File: src/rtl/vc_crossbar3_ctrl_sd.sv
// 3x3 virtual-channel crossbar controller: per-output round-robin arbitration with
// optional packet locking, combinational grant, sticky flag for illegal destinations.
module vc_crossbar3_ctrl_sd #(
  parameter bit p_lock_en = 1'b1
) (
  input  logic       clk,
  input  logic       reset,
  input  logic [1:0] domain,
  input  logic [2:0] in_val,
  input  logic [1:0] in_dest0,
  input  logic [1:0] in_dest1,
  input  logic [1:0] in_dest2,
  input  logic [2:0] in_last,
  output logic [2:0] in_rdy,
  input  logic [2:0] out_rdy,
  output logic [2:0] out_val,
  output logic [1:0] sel0,
  output logic [1:0] sel1,
  output logic [1:0] sel2,
  output logic [1:0] domain_out,
  output logic       err,
  output logic [2:0] dbg_busy,
  output logic [5:0] dbg_ptr
);

  typedef enum logic {IDLE = 1'b0, BUSY = 1'b1} state_t;

  state_t     state_q [3];
  state_t     state_d [3];
  logic [1:0] owner_q [3];
  logic [1:0] owner_d [3];
  logic [1:0] ptr_q   [3];
  logic [1:0] ptr_d   [3];
  logic       err_q;

  logic [1:0] dest [3];
  logic [1:0] win  [3];
  logic [2:0] has;
  logic [2:0] owned;
  logic [2:0] drop;
  logic [2:0] xfer;
  logic [2:0] val_c;
  logic [2:0] rdy_c;

  function automatic logic [1:0] inc3(input logic [1:0] x);
    return (x == 2'd2) ? 2'd0 : x + 2'd1;
  endfunction

  assign dest[0] = in_dest0;
  assign dest[1] = in_dest1;
  assign dest[2] = in_dest2;

  // An input that owns a locked output may not compete anywhere else.
  always_comb begin
    owned = '0;
    for (int k = 0; k < 3; k++) begin
      for (int i = 0; i < 3; i++) begin
        if (state_q[k] == BUSY && owner_q[k] == i[1:0]) owned[i] = 1'b1;
      end
    end
  end

  always_comb begin
    for (int k = 0; k < 3; k++) begin
      logic [1:0] cand;
      win[k] = 2'd0;
      has[k] = 1'b0;
      cand   = ptr_q[k];
      if (state_q[k] == BUSY) begin
        win[k] = owner_q[k];
        has[k] = 1'b1;
      end else begin
        for (int j = 0; j < 3; j++) begin
          if (!has[k] && in_val[cand] && dest[cand] == k[1:0] && !owned[cand]) begin
            win[k] = cand;
            has[k] = 1'b1;
          end
          cand = inc3(cand);
        end
      end
    end
  end

  // Illegal-destination flits are accepted and discarded so they cannot block the input.
  always_comb begin
    rdy_c = '0;
    for (int k = 0; k < 3; k++) begin
      val_c[k] = has[k] && in_val[win[k]];
      xfer[k]  = val_c[k] && out_rdy[k];
      for (int i = 0; i < 3; i++) begin
        if (has[k] && win[k] == i[1:0]) rdy_c[i] = out_rdy[k];
      end
    end
    for (int i = 0; i < 3; i++) begin
      drop[i] = in_val[i] && dest[i] == 2'd3 && !owned[i];
      if (drop[i]) rdy_c[i] = 1'b1;
    end
  end

  always_comb begin
    for (int k = 0; k < 3; k++) begin
      state_d[k] = state_q[k];
      owner_d[k] = owner_q[k];
      ptr_d[k]   = ptr_q[k];
      if (xfer[k]) begin
        if (p_lock_en && !in_last[win[k]]) begin
          state_d[k] = BUSY;
          owner_d[k] = win[k];
        end else begin
          state_d[k] = IDLE;
          ptr_d[k]   = inc3(win[k]);
        end
      end
    end
  end

  always_ff @(posedge clk) begin
    if (reset) begin
      for (int k = 0; k < 3; k++) begin
        state_q[k] <= IDLE;
        owner_q[k] <= 2'd0;
        ptr_q[k]   <= 2'd0;
      end
      err_q <= 1'b0;
    end else begin
      for (int k = 0; k < 3; k++) begin
        state_q[k] <= state_d[k];
        owner_q[k] <= owner_d[k];
        ptr_q[k]   <= ptr_d[k];
      end
      err_q <= err_q | (|drop);
    end
  end

  assign out_val    = reset ? 3'b000 : val_c;
  assign in_rdy     = reset ? 3'b000 : rdy_c;
  assign sel0       = reset ? 2'd0 : win[0];
  assign sel1       = reset ? 2'd0 : win[1];
  assign sel2       = reset ? 2'd0 : win[2];
  assign err        = err_q & ~reset;
  assign domain_out = domain;
  assign dbg_busy   = {state_q[2] == BUSY, state_q[1] == BUSY, state_q[0] == BUSY};
  assign dbg_ptr    = {ptr_q[2], ptr_q[1], ptr_q[0]};

endmodule

File: config.mk
export PLATFORM = sky130hd
export DESIGN_NAME = vc_crossbar3_ctrl_sd
export DESIGN_NICKNAME = d
export VERILOG_FILES = /design/src/rtl/vc_crossbar3_ctrl_sd.sv
export SDC_FILE = /design/constraint.sdc
export NUM_CORES = 1
export LEC_CHECK = 0
export CAP_MARGIN = 15
export CORE_ASPECT_RATIO = 2
export CORE_MARGIN = 2
export CORE_UTILIZATION = 45
export CTS_CLUSTER_SIZE = 24
export DETAILED_ROUTE_END_ITERATION = 8
export GPL_ROUTABILITY_DRIVEN = 0
export PLACE_DENSITY = 0.77
export RECOVER_POWER = 100
export SYNTH_ARGS = -nofsm -noshare
export SYNTH_HDL_FRONTEND = slang
export SYNTH_SLANG_ARGS = --single-unit
File: constraint.sdc
create_clock -name clk -period 3.4 [get_ports clk]
set_clock_uncertainty 0.2 [all_clocks]
set_input_delay 0.34 -clock clk [delete_from_list [all_inputs] [get_ports clk]]
set_output_delay 0.34 -clock clk [all_outputs]
set_load 0.02 [all_outputs]
# Yosys cells after proc, flatten, opt, wreduce, memory -nomap -nowiden
# Memory sizes are Yosys's and may differ from the RTL's.
# Index checks and enable logic that the tools add are counted.
# classes
mux	170
bitwise	21
n_eq_ne	27
n_addsub	9
n_reduce_logical	82
n_lt_le_gt_ge	21
# ops
cell	count
$mux 2	60
$mux 1	75
$logic_and 1x1->1	54
$bmux 1 s2	24
$bmux 2 s2	9
$eq 2x2->1 const B	18
$lt 2x3->1 const B	12
$ge 3x3->1 const B	9
$not 2->3	9
$add 2x1->2 const B	9
$eq 2x1->1 const B	9
$logic_not 1->1	18
$logic_not 2->1	9
$or 1x1->1	10
$mux 3	2
$reduce_or 3->1	1
$and 1x1->1	1
$not 1->1	1
# word_totals
mem_bits_rw	15
reg_bits	1
mem_count	3
in_bits	19
output_inout_bits	24
word_cells	334
# mem_list
name	words	width	read_ports	rd_clocked_by_memory_dff	wr	line	text
owner_q	3	2	3	0	3	30	logic [1:0] owner_q [3];
ptr_q	3	2	3	0	3	32	logic [1:0] ptr_q [3];
state_q	3	1	3	0	3	28	state_t state_q [3];

# Longest topological paths before layout
# depth
ltp_word	30
depth_mapped	9
ltp_nobuf	8

# Least setup slack after synthesis
# Ideal clock, no wire load.
# synth_timing
kind	register to output
from	mem state_q[0][1] (netlist bit)
to	out in_rdy[1]
arrival_time_ps	2901
stages_incl_launch_ff	9
n_path_buf	0
setup_slack_ps	-41
required_ps	2860
cell_sequence	dfxtp_1 -> or3b_4 -> a41o_1 -> or4_4 -> o31ai_4 -> nand2_1 -> nor3_1 -> a21oi_1 -> a311oi_1
# synth_lines
item	line	text
from (decl)	28	
to (decl)	14	output logic [2:0] in_rdy,

==> results.md <==
* Top_reg_cell synth: dfxtp_1
* Die area at 4510 um^2
* First-pass GRT wire length at 11,100 um
* R2R setup slack at ~0.14 ns
* Total gr overflow at 0
* FP Rows at 32
* Worst-path fanout max at 6
* Cts hold-fix bufs at 0
* Vias/cell at around 6.6
* Core Footprint at approximately 3800 um^2
* WP data required at about 2.9 ns
* Share of cells above drive strength 1 at 0.357
* Status: complete, but fails checks
* Root Buffer: clkbuf_8
* Initial antenna violation count at 0
* N_diodes at 0
* Iter 0 DRT Violations at 160
* Hold Path Stages at 2
* Crit path time final at 3.44 ns
* Reg-to-Reg Start: owner_q[0][4]
* Cell family with the largest share of critical-path delay: compound AO/OA/AOI/OAI gates
* Int Pwr at approximately 430 uW
* Most common cell on crit path: buf_4
* Synth unique cells at 69
* Normalized max-slew margin at 0.593
* DRC errors left at 0
* Failing checks: setup timing
* Syn-to-layout area delta at 61.2%
* Worst-case reg-to-reg path depth at 14
* Routed len/inst at about 19 um
* Setup crit end kind: output port
* Total Routing Usage GR at 0.314
* Worst min path class: reg2reg
* Synth top cells by count: nand2_1, dfxtp_1, nor2_1
* Crit path DAT at 2.90 ns
* Fin. Hold Viols at 0
* DPL Wire Length at between 5000 and 6000 um
* Critical-path top delay cell: or3b_4
* Die height at between 90 and 100 um
* CTS tree: yes
* Synthesized area per cell at 7.58 um^2
* Max-cap violation count at 0
* Port bufs at 38
* Endpoints failing setup at 2
* H-tree Lvls at 1
* Count of pins over their slew limit at 0
* Fin util at 0.747
* CTS clock-pin slew for the worst setup and hold paths at approximately 0.080 ns
* Startpoint Class: flip-flop
* Crit Path Category: reg2out
* Clock share of power at 0.279
* Worst-margin pin slew at roughly 0.61 ns
* CTS buffer count at 3
* Die W at ~48 um
* Crit path buffers/inverters at 3
* Power Dens Cells at 228 nW/um^2
* Final WL at roughly 7400 um
* Clock sinks at 16
* Initial core utilization at 0.463
* Max VDD drop at around 0.23 mV
* Sequential power share at 0.301
* Hold Crit Endpoint: err_q
* Reg2Reg Capture Point: ptr_q[0][1]
* Syn_nets at 254
* Routed Antenna Nets at 0
* Post-synthesis register bit count at 16
* Post-synth top area share at 0.180
* Leakage at 1.20 nW
* Fmax at slightly below 0.3 GHz
* Max stage delay on crit path at around 0.4 ns
* Fin nets at ~350
* Synth top area cells: dfxtp_1, nand2_1, a21oi_1, nor3_1, nand3b_1
* Top-count cell post-synth: nand2_1
* Vias at between 2k and 3k
* FFs w/ async S/R, synth at 0
* Cells after Synth at about 240
* Io pins at 43
* Largest net degree at the start of global routing at 18
* Switch share at 0.349
* Post-synth top area cell: dfxtp_1
* Synthesis Warnings at 0
* CTS max path bufs at 2
* Cell area after synthesis at ~1800 um^2
* Comb power frac at 0.420
* Clk Latency, worst-skew pair at 0.26 ns
* Overall Power at 654 uW
* # fillers at 286
* Fin worst setup slack at -0.0417 ns
* Vias in the first global route at approximately 2.5k
* Seq/Total Area, Yosys at 0.180
* RSZ-0062 raised after global routing: true
* Switch Pwr at approximately 230 uW
* TritonRoute pass-1 iters at 5
* Hold Crit Start: err_q
* Critical path cell sequence: or3b_4 -> a41o_1 -> buf_4 -> nor2_1 -> a31oi_2 -> buf_4 -> a2111oi_2 -> a31o_2 -> mux2i_1 -> a21oi_1 -> buf_4
* EDFF count, synth at 0
* Tcrit/Tclk final at 1.01
-- registers in the layout, indices dropped and copies added (netlist names) --
signal	cells
err_q	1
state_q	3
owner_q	6
ptr_q	6
-- per-layer routing --
layer | global-route usage | up-vias | share of wire
met1 | 0.296 | 1167 | 0.34
li1 | - | 1106 | -
met4 | 0.221 | 0 | 0.082
met3 | 0.0468 | 63 | 0.073
met5 | 0 | - | 0
met2 | 0.600 | 181 | 0.51
-- worst reg2reg max path: stages, from the launching register on --
cell       delay, ns
dfxtp_1         0.33
buf_4           0.15
nand3b_1        0.19
o2111ai_2       0.21
buf_6           0.18
nor3_1          0.26
o41ai_2         0.15
buf_4           0.17
buf_4           0.13
nor4_1          0.31
buf_4           0.18
a31oi_4         0.03
buf_4           0.16
or3_1           0.36
a21oi_1         0.15
-- power by group through the flow --
stage	logic [mW]	clock network [mW]	registers, mW
after floorplan	0.123	0	0.204
after global placement	0.246	0	0.201
after detailed placement	0.248	0	0.201
after CTS	0.252	0.184	0.197
after global routing	0.291	0.189	0.197
final	0.275	0.182	0.197
-- kinds of logic after synthesis --
family	Yosys count	share of synthesized area
AOI/OAI and AO/OA	63	0.283
and+or+nand+nor	121	0.408
DFF	16	0.180
muxes	11	0.0731
buffers and inverters	24	0.0562
-- through the flow --
| step | cell area (um^2) | std cells | hold slack, ns | setup TNS (ns) | setup WS (ns) |
|---|---|---|---|---|---|
| 5_1_grt | 2870 | 384 | 0.352 | -0.352 | -0.137 |
| 6_report | 2870 | 384 | 0.322 | -0.0480 | -0.0417 |
| 2_1_floorplan | 1790 | 235 | 0.275 | 0 | 0.119 |
| 3_5_place_dp | 2660 | 376 | 0.316 | -2.55 | -0.408 |
| 4_1_cts | 2760 | 383 | 0.328 | 0 | 0.000413 |
| 3_3_place_gp | 2660 | 376 | 0.323 | -2.07 | -0.361 |
-- how the worst max path moves through the flow --
| stage | start | endpoint | depth (start not counted) |
|---|---|---|---|
| floorplan | state_q[0][1] | in_rdy[1] | 8 |
| global placement | in_val[0] | out_val[0] | 10 |
| detailed placement | in_dest0[1] | out_val[0] | 10 |
| CTS | in_dest2[1] | in_rdy[0] | 11 |
| global route | owner_q[0][2] | in_rdy[0] | 9 |
| finish | owner_q[0][5] | in_rdy[2] | 11 |
-- placed cells by master, fill, tap and decap left out, types with 4 or more instances in the layout --
cell	instances
nand3_1	9
o21ai_0	8
dlygate4sd3_1	4
dlymetal6s2s_1	4
buf_4	70
nand4_1	6
nor4_1	4
dlygate4sd2_1	4
nor3_1	10
clkbuf_8	4
nand2b_1	5
clkdlybuf4s50_1	21
dfxtp_1	13
or3_1	5
nand3b_1	8
and3_1	4
nand2_1	19
mux2_2	4
nor2b_1	8
nor2_1	15
a21oi_1	12
inv_1	11
-- area by class of cell --
cell class,instances,area [um^2],share of cell area
Tap cell,51,63.8,0.0222
Multi-Input combinational cell,195,1490,0.518
Sequential cell,16,324,0.113
Timing Repair Buffer,107,900,0.313
Clock buffer,4,55.1,0.0192
Inverter,11,41.3,0.0144
-- repair_timing --
action	CTS	global route
gates resized for setup	32	29
setup endpoints to repair	10	11
buffers inserted	3	1
pin swaps	2	8
(Power assumes the default switching activity.)
